<file path="src/rtl/irq_ctrl_pkg.sv">
// Shared types and constants for the prioritising interrupt controller:
// FSM encoding, default port ids, status field positions and the priority encoder.
package irq_ctrl_pkg;

  localparam int NUM_SRC = 4;

  typedef enum logic [1:0] {
    ST_IDLE   = 2'd0,
    ST_ACTIVE = 2'd1,
    ST_GAP    = 2'd2
  } state_t;

  localparam logic [15:0] MASK_ID_DEF = 16'h0030;
  localparam logic [15:0] PEND_ID_DEF = 16'h0031;
  localparam logic [15:0] CFG_ID_DEF  = 16'h0032;

  localparam int ST_MASK_LSB = 0;
  localparam int ST_PEND_LSB = 4;
  localparam int ST_MODE_LSB = 8;
  localparam int ST_CUR_LSB  = 13;
  localparam int ST_BUSY_BIT = 15;

  localparam logic [15:0] STATUS_RST = 16'h0F00;

  // Lowest set index wins; index 0 is the highest priority.
  function automatic logic [1:0] prio_enc(input logic [NUM_SRC-1:0] req);
    logic [1:0] idx;
    idx = 2'd0;
    for (int i = NUM_SRC - 1; i >= 0; i--) begin
      if (req[i]) idx = 2'(i);
    end
    return idx;
  endfunction

endpackage

</file>
<file path="src/rtl/irq_controller_if.sv">
// Processor port bus plus interrupt source/ack/request lines of the controller.
interface irq_controller_if;
  logic        write;
  logic [15:0] id;
  logic [15:0] din;
  logic [3:0]  irq_src;
  logic [3:0]  irq_ack;
  logic [3:0]  irq_out;
  logic [15:0] status;

  modport master (
    output write, id, din, irq_src, irq_ack,
    input  irq_out, status
  );

  modport slave (
    input  write, id, din, irq_src, irq_ack,
    output irq_out, status
  );
endinterface

</file>
<file path="src/rtl/irq_capture.sv">
// Per-source capture: two-flop synchroniser, previous-value flop and
// edge/level selection producing a one-cycle (edge) or held (level) set request.
module irq_capture (
  input  logic clk,
  input  logic reset,
  input  logic src,
  input  logic mode,
  output logic set_req
);

  logic sync_p0;
  logic sync_p1;
  logic prev_p2;

  // Stage p0/p1: synchronise the asynchronous source; p2: previous value for edge detect
  always_ff @(posedge clk) begin
    if (reset) begin
      sync_p0 <= 1'b0;
      sync_p1 <= 1'b0;
      prev_p2 <= 1'b0;
    end else begin
      sync_p0 <= src;
      sync_p1 <= sync_p0;
      prev_p2 <= sync_p1;
    end
  end

  assign set_req = mode ? (sync_p1 & ~prev_p2) : sync_p1;

endmodule

</file>
<file path="src/rtl/irq_controller.sv">
// Prioritising interrupt controller: mask/mode/pending registers, priority
// selection, one-at-a-time presentation FSM with ack retire and post-retire gap.
module irq_controller
  import irq_ctrl_pkg::*;
#(
  parameter logic [15:0] MASK_ID    = MASK_ID_DEF,
  parameter logic [15:0] PEND_ID    = PEND_ID_DEF,
  parameter logic [15:0] CFG_ID     = CFG_ID_DEF,
  parameter int          GAP_CYCLES = 1
) (
  input  logic             clk,
  input  logic             reset,
  irq_controller_if.slave  bus
);

  localparam logic [3:0] GAP_LOAD = 4'(GAP_CYCLES);

  state_t              state, state_nxt;
  logic [1:0]          cur, cur_nxt;
  logic [3:0]          gap_cnt, gap_nxt;
  logic [NUM_SRC-1:0]  irq_q, irq_nxt;
  logic [NUM_SRC-1:0]  mask, mode, pending, pending_nxt;
  logic [NUM_SRC-1:0]  set_req, clr;
  logic [15:0]         status_q, status_nxt;
  logic                mask_wr, pend_wr, cfg_wr, retire;

  for (genvar g = 0; g < NUM_SRC; g++) begin : g_cap
    irq_capture u_cap (
      .clk     (clk),
      .reset   (reset),
      .src     (bus.irq_src[g]),
      .mode    (mode[g]),
      .set_req (set_req[g])
    );
  end

  assign mask_wr = bus.write && (bus.id == MASK_ID);
  assign pend_wr = bus.write && (bus.id == PEND_ID);
  assign cfg_wr  = bus.write && (bus.id == CFG_ID);

  always_comb begin
    state_nxt = state;
    cur_nxt   = cur;
    gap_nxt   = gap_cnt;
    irq_nxt   = irq_q;
    retire    = 1'b0;
    case (state)
      ST_IDLE: begin
        if ((pending & mask) != '0) begin
          cur_nxt   = prio_enc(pending & mask);
          irq_nxt   = 4'b0001 << cur_nxt;
          state_nxt = ST_ACTIVE;
        end
      end
      ST_ACTIVE: begin
        // Ack has priority over an abort seen in the same cycle.
        if (bus.irq_ack[cur]) begin
          retire    = 1'b1;
          irq_nxt   = '0;
          gap_nxt   = GAP_LOAD;
          state_nxt = ST_GAP;
        end else if (!mask[cur] || !pending[cur]) begin
          irq_nxt   = '0;
          gap_nxt   = GAP_LOAD;
          state_nxt = ST_GAP;
        end
      end
      ST_GAP: begin
        if (gap_cnt <= 4'd1) begin
          gap_nxt   = '0;
          cur_nxt   = '0;
          state_nxt = ST_IDLE;
        end else begin
          gap_nxt = gap_cnt - 4'd1;
        end
      end
      default: begin
        irq_nxt   = '0;
        cur_nxt   = '0;
        gap_nxt   = '0;
        state_nxt = ST_IDLE;
      end
    endcase
  end

  // A set request in the same cycle as a clear wins so no event is lost.
  always_comb begin
    clr = '0;
    if (retire) clr[cur] = 1'b1;
    if (pend_wr) clr = clr | bus.din[NUM_SRC-1:0];
    pending_nxt = (pending & ~clr) | set_req;
  end

  always_comb begin
    status_nxt                           = '0;
    status_nxt[ST_BUSY_BIT]              = (state != ST_IDLE);
    status_nxt[ST_CUR_LSB +: 2]          = cur;
    status_nxt[ST_MODE_LSB +: NUM_SRC]   = mode;
    status_nxt[ST_PEND_LSB +: NUM_SRC]   = pending;
    status_nxt[ST_MASK_LSB +: NUM_SRC]   = mask;
  end

  always_ff @(posedge clk) begin
    if (reset) begin
      state    <= ST_IDLE;
      cur      <= '0;
      gap_cnt  <= '0;
      irq_q    <= '0;
      mask     <= '0;
      mode     <= '1;
      pending  <= '0;
      status_q <= STATUS_RST;
    end else begin
      state    <= state_nxt;
      cur      <= cur_nxt;
      gap_cnt  <= gap_nxt;
      irq_q    <= irq_nxt;
      pending  <= pending_nxt;
      status_q <= status_nxt;
      if (mask_wr) mask <= bus.din[NUM_SRC-1:0];
      if (cfg_wr)  mode <= bus.din[NUM_SRC-1:0];
    end
  end

  assign bus.irq_out = irq_q;
  assign bus.status  = status_q;

endmodule

</file>
<file path="src/flat_wrapper.sv">
// flat-port wrapper written by rule: the top's interface ports become plain ports
module irq_controller_flat import irq_ctrl_pkg::*;
#(
  parameter logic [15:0] MASK_ID    = MASK_ID_DEF,
  parameter logic [15:0] PEND_ID    = PEND_ID_DEF,
  parameter logic [15:0] CFG_ID     = CFG_ID_DEF,
  parameter int          GAP_CYCLES = 1
)
  (clk, reset, bus_write, bus_id, bus_din, bus_irq_src, bus_irq_ack, bus_irq_out, bus_status);
  irq_controller_if bus_i ();
  input  logic clk;
  input  logic reset;
  input wire logic [$bits(bus_i.write)-1:0] bus_write;
  input wire logic [$bits(bus_i.id)-1:0] bus_id;
  input wire logic [$bits(bus_i.din)-1:0] bus_din;
  input wire logic [$bits(bus_i.irq_src)-1:0] bus_irq_src;
  input wire logic [$bits(bus_i.irq_ack)-1:0] bus_irq_ack;
  output wire logic [$bits(bus_i.irq_out)-1:0] bus_irq_out;
  output wire logic [$bits(bus_i.status)-1:0] bus_status;
  assign bus_i.write = bus_write;
  assign bus_i.id = bus_id;
  assign bus_i.din = bus_din;
  assign bus_i.irq_src = bus_irq_src;
  assign bus_i.irq_ack = bus_irq_ack;
  assign bus_irq_out = bus_i.irq_out;
  assign bus_status = bus_i.status;
  irq_controller #(.MASK_ID(MASK_ID), .PEND_ID(PEND_ID), .CFG_ID(CFG_ID), .GAP_CYCLES(GAP_CYCLES)) u_core (.clk(clk), .reset(reset), .bus(bus_i));
endmodule
</file>
<file path="config.mk">
export PLATFORM = sky130hd
export DESIGN_NAME = irq_controller_flat
export DESIGN_NICKNAME = d
export VERILOG_FILES = /design/src/rtl/irq_ctrl_pkg.sv /design/src/rtl/irq_controller_if.sv /design/src/rtl/irq_capture.sv /design/src/rtl/irq_controller.sv /design/src/flat_wrapper.sv
export SDC_FILE = /design/constraint.sdc
export NUM_CORES = 1
export LEC_CHECK = 0
export CAP_MARGIN = 20
export CORE_UTILIZATION = 41
export DETAILED_ROUTE_END_ITERATION = 7
export PLACE_DENSITY = 0.74
export SYNTH_ARGS = -nofsm -noshare
export SYNTH_HDL_FRONTEND = slang
export SYNTH_SLANG_ARGS = --single-unit
export TNS_END_PERCENT = 100
</file>
<file path="constraint.sdc">
create_clock -name clk -period 1.8 [get_ports clk]
set_input_delay 0.36 -clock clk [delete_from_list [all_inputs] [get_ports clk]]
set_output_delay 0.36 -clock clk [all_outputs]
set_load 0.1 [all_outputs]
</file>
Word level (Yosys, flattened, before mapping)
Index checks and enable logic that the tools add are counted.
{"block": "totals", "reg_bits": 52, "in_bits": 43, "out_inout_bits": 20, "word_cells": 101}
{"block": "classes", "addsub": 1, "magnitude_cmp": 3, "eq_ne": 8, "n_shift": 1, "n_mux": 37, "bitwise_logic": 16, "n_reduce_logical": 14}
{"cell": "16-bit by 6-bit equality test with 1-bit output, second input constant", "n": 3}
{"cell": "4-bit 2-to-1 mux", "n": 8}
{"cell": "4-bit one-hot mux with 3 select lines", "n": 2}
{"cell": "2-bit 2-to-1 mux", "n": 11}
{"cell": "2-bit one-hot mux with 3 select lines", "n": 2}
{"cell": "1-bit 2-to-1 mux", "n": 10}
{"cell": "3-bit AND reduction", "n": 3}
{"cell": "4-bit bitwise AND", "n": 2}
{"cell": "4-bit OR", "n": 2}
{"cell": "1-bit inverter", "n": 7}
{"cell": "1-bit binary-select mux with 2-bit select", "n": 3}
{"cell": "1-bit bitwise AND", "n": 4}
{"cell": "4-bit by 1-bit less-or-equal comparator with 1-bit output, second input constant", "n": 1}
{"cell": "1-bit logical AND", "n": 4}
{"cell": "2-bit by 1-bit != test with 1-bit output, second input constant", "n": 2}
{"cell": "4-bit inverter", "n": 1}
{"cell": "4-bit nonzero test", "n": 1}
{"cell": "1-bit by 2-bit << shifter with 4-bit output, first input constant", "n": 1}
{"cell": "4-bit by 1-bit subtractor with 4-bit output, second input constant", "n": 1}
{"cell": "2-bit by 3-bit less-than comparator with 1-bit output, second input constant", "n": 1}
{"cell": "3-bit by 1-bit != test with 1-bit output, second input constant", "n": 1}
{"cell": "1-bit demux with 2-bit select", "n": 1}
{"cell": "2-bit by 1-bit equality test with 1-bit output, second input constant", "n": 1}
{"cell": "2-bit equality test, second input constant", "n": 1}
{"cell": "other kinds (6)", "n": 7}

Logic depth before layout (Yosys ltp)
{"block": "logic_depth", "ltp_word": 10, "ltp_mapped": 7}

Modules after synthesis
From an unflattened synthesis, not the netlist that was laid out.
{"block": "hier_totals", "hier_cells": 206, "area_unflattened_um2": 2031.9}
{"mod": "irq_controller", "instances": 1, "cells_each": 178, "area_per_inst_um2": 1671.6}
{"mod": "irq_capture", "instances": 4, "cells_each": 7, "area_per_inst_um2": 90.1}

Worst setup path after synthesis
Ideal clock, no wire load.
{"block": "synth_path", "path_type": "register to register", "startpoint": "reg u_core.state[1]", "endpoint": "reg u_core.gap_cnt[1]", "setup_time_ns": 0.087, "arrival_time_ns": 1.607, "path_slack_ns": 0.106, "path_stages_with_launch": 8, "path_buffers": 0, "synth_period_minus_slack_ns": 1.694, "cell_sequence": "dfxtp_1 inv_1 ha_1 nor2b_1 o211ai_4 o311ai_2 or4_1 o31ai_1"}
{"block": "synth_via", "elab_chain_cells": 3, "word_cells_on_any_way": 7, "classes_between": "eq/ne (3); mux (1); bitwise (1); reduce/logical (2)"}
{"element": "start, declared", "line": "irq_controller.sv:18", "text": "state_t state, state_nxt;"}
{"element": "start signal, assigned", "line": "irq_controller.sv:114", "text": "state <= state_nxt;"}
{"element": "2-bit by 1-bit equality test with 1-bit output / 2-bit zero test (equally long branches)", "line": "irq_controller.sv:47", "text": "case (state)"}
{"element": "3-bit by 1-bit != test with 1-bit output (no line) / 1-bit inverter (equally long branches)"}
{"element": "2-bit AND reduction (no line)"}
{"element": "end signal, assigned", "line": "irq_controller.sv:116", "text": "gap_cnt <= gap_nxt;"}
{"element": "end, declared", "line": "irq_controller.sv:20", "text": "logic [3:0] gap_cnt, gap_nxt;"}
Parallel ways exist; a longest one is shown, timed or not.
A chain may end at the register's enable or synchronous reset.

Worst setup path after layout
{"block": "layout_path", "startpoint": "reg u_core.state[0]", "endpoint": "reg u_core.irq_q[3], in the netlist u_core.bus.irq_out[3]"}
{"block": "layout_via", "elab_chain_cells": 3, "word_cells_on_any_way": 8, "classes_between": "eq/ne (4); mux (1); bitwise (1); reduce/logical (2)"}
{"element": "2-bit by 1-bit equality test with 1-bit output (tied with other cells)", "line": "irq_controller.sv:47"}
{"element": "3-bit by 1-bit != test with 1-bit output (no line) (tied with other cells)"}
{"element": "3-bit AND reduction (no line)"}
{"element": "end signal, assigned", "line": "irq_controller.sv:117", "text": "irq_q <= irq_nxt;"}
{"element": "end, declared", "line": "irq_controller.sv:21", "text": "logic [NUM_SRC-1:0] irq_q, irq_nxt;"}
Parallel ways exist; a longest one is shown, timed or not.

==> run summary <==
outcome - finished clean
P_leak - 1.303 nW
# fillers - 369
clock buffer count from CTS - 5
Setup violations, final - 0
share of the yosys chip area belonging to registers - 49.88%
P per Cell Area - 773.5 nW/um^2
CP arrival - 1990 ps
Area growth syn-to-layout - 57.89%
Yosys warning count - 0
fin nets - 324
DRC errors left - 0
Placer Congestion - 0.7580
initial core utilization - 43.05%
max-slew violations - 0
Reg area - 1032 um^2
Post-synth EDFFs - 0
Die Span Y - 72.66 um
routed vias/inst - 5.047
post-layout util - 67.97%
total grt overflow - 0
Post-DRT Antenna Nets - 0
Worst-path clk slew - 90 ps
share of cells above drive strength 1 - 29.82%
MaxCap Viol Count - 0
fin cells - 342
Crit. End Element - flip-flop
drt first pass iters - 4
core area - 4755 um^2
VDD IR max - 587.6 uV
WHS Endpoint - u_core.g_cap[1].u_cap.sync_p1$_SDFF_PP0_
CTS tree - done
clk sinks - 51
clk_skew - 9.008 ps
prevailing post-synth register cell - dfxtp_1
CP top delay family - simple AND/OR/NAND/NOR gates
Row Count - 25
antenna violations before repair - 0
ranking of synthesized cells by area - dfxtp_1, nor2b_1, ha_1, nand2_1, nor2_1
setup TNS - 0 ps
crit path max fanout - 4
Fmax - 562.4 MHz
critical path type - reg -> reg
most common cell after layout, fill and taps aside - dfxtp_1
Ant. Diodes - 0
gr usage total - 18.56%
final wirelength - 4.811 mm
Die X - 72.66 um
Synth top area share - 49.88%
routed vias - 1726
R2R setup slack - 20 ps
combined area of the multi-input logic cells - 1107 um^2
DP HPWL - 3.307 mm
Synth Register Bits - 51
leading cell types in the layout, fill and taps excluded - dfxtp_1, nor2b_1, buf_4, nand2_1, buf_12
Yosys top cell by area - dfxtp_1
clk_lat worst skew - 310 ps
DIE AREA - 5279 um^2
placed insts - 331
WHS Path Cells - 1
Worst path max stage delay - 380 ps
vias in the first global route - 1662
I/O Buffers - 49
Setup crit start kind - flip-flop
first-pass GRT wire length - 7.521 mm
Max clock buf depth - 2
Synth async-reset ratio - 0%
Post-Synthesis Cells - 204
worst path bufs/invs - 2
pin count of the biggest net entering global routing - 27
1st-iter DRT viols - 102
DR WL/cell - 14.07 um
syn avg cell area - 10.03 um^2
min-delay worst type - reg -> reg
crit path max-delay cell type - dfxtp_2
final hold vios - 0
worst r2r src - u_core.state[0]$_SDFFE_PP0P_
post-layout minimum cycle time - 1778 ps
io pins - 63
# hold bufs at CTS - 0
post-synthesis cell type count - 50
reg2reg end - u_core.bus.irq_out[3]$_SDFFE_PP0P_
HP Start - u_core.g_cap[1].u_cap.sync_p0$_SDFF_PP0_
Root Buffer Master - clkbuf_8
CP Data Required Time - 2010 ps
unrepaired setup endpoints after global routing - yes
Tcrit/Tclk final - 98.77%
Post-Syn Area - 2047 um^2
crit-path cells - inv_1, ha_2, a21boi_2, buf_4, and2_1, and3_4, and3b_1, a31o_1
Post-Syn Nets - 253
R2R cell count - 8
H-tree depth - 2
Hold Slack - 448.6 ps
==> cell type report <==
class                      instances  share of cell area, %
clock buffer                       5                  2.129
clock inverter                     2                  1.161
inverter                           8                 0.9292
multi-input combinational        139                  34.26
sequential                        51                  31.94
tap                               67                  2.594
timing repair buffer              70                  26.98
==> cells in the mapped netlist (4+ instances only) <==
| cell type | instances |
|---|---|
| a21oi_1 | 10 |
| a32o_1 | 5 |
| clkbuf_1 | 4 |
| dfxtp_1 | 51 |
| ha_1 | 6 |
| inv_1 | 7 |
| mux2i_1 | 6 |
| nand2_1 | 20 |
| nor2_1 | 17 |
| nor2b_1 | 21 |
| nor3b_1 | 4 |
| or2_1 | 4 |
==> worst max path at each step <==
stage / endpoint / slack [ps] / start / cells past startpoint
after floorplan: u_core.gap_cnt[1]$_SDFFE_PP0P_ / 110 / u_core.state[1]$_SDFFE_PP0P_ / 7
after global placement: u_core.gap_cnt[1]$_SDFFE_PP0P_ / -340 / bus_irq_ack[2] / 6
after detailed placement: u_core.gap_cnt[2]$_SDFFE_PP0P_ / -360 / bus_irq_ack[1] / 5
after CTS: u_core.gap_cnt[2]$_SDFFE_PP0P_ / -30 / bus_irq_ack[1] / 5
after global routing: u_core.gap_cnt[3]$_SDFFE_PP0P_ / -100 / u_core.gap_cnt[0]$_SDFFE_PP0P_ / 7
final: u_core.bus.irq_out[3]$_SDFFE_PP0P_ / 20 / u_core.state[0]$_SDFFE_PP0P_ / 8
==> cells by family after synthesis <==
kind of cell | Yosys count | synth area share [%]
AND/OR/NAND/NOR | 90 | 24.88
flip-flops | 51 | 49.88
buffers and inverters | 14 | 3.117
other | 1 | 0.1832
adder cells (fa/ha/maj) | 6 | 3.667
AO/OA/AOI/OAI | 34 | 14.06
multiplexers | 8 | 4.217
==> per-stage QoR <==
step	instance area (um^2)	setup slack, ps	total power [mW]
detailed placement	2905	-360.5	1.674
CTS	3042	-34.84	2.449
finish	3232	22.06	2.500
global placement	2905	-335.0	1.666
global route	3232	-97.97	2.599
floorplan	2047	106.2	1.450
==> repair_timing <==
item                                    in CTS  in global routing
pin swaps                                    1                 13
resized for setup                            6                 44
buffers inserted                             1                  3
endpoints found under the setup margin      11                 23
==> power by group <==
| group | leakage, nW | total, mW | internal (mW) | switching, mW |
|---|---|---|---|---|
| sequential | 0.417 | 1.18 | 1.16 | 0.0263 |
| clock | 0.0502 | 0.783 | 0.406 | 0.377 |
| combinational | 0.836 | 0.532 | 0.265 | 0.267 |
==> per-layer routing <==
| layer | vias up | part of all wire [%] | track usage (%) |
|---|---|---|---|
| met5 | - | 0 | 0 |
| met4 | 0 | 1.2 | 7.190 |
| met3 | 4 | 6.9 | 5.525 |
| met2 | 62 | 49 | 30.63 |
| met1 | 803 | 43 | 22.78 |
| li1 | 857 | - | - |
==> flip-flops by register name (all words and copies together), names as in the netlist <==
name                        flops
u_core.mask                     4
u_core.g_cap.u_cap.prev_p2      4
u_core.g_cap.u_cap.sync_p0      4
u_core.state                    2
u_core.mode                     4
u_core.g_cap.u_cap.sync_p1      4
u_core.gap_cnt                  4
u_core.pending                  4
u_core.bus.status              15
u_core.cur                      2
u_core.bus.irq_out              4
Note: power is estimated with default switching activity, not from simulation.
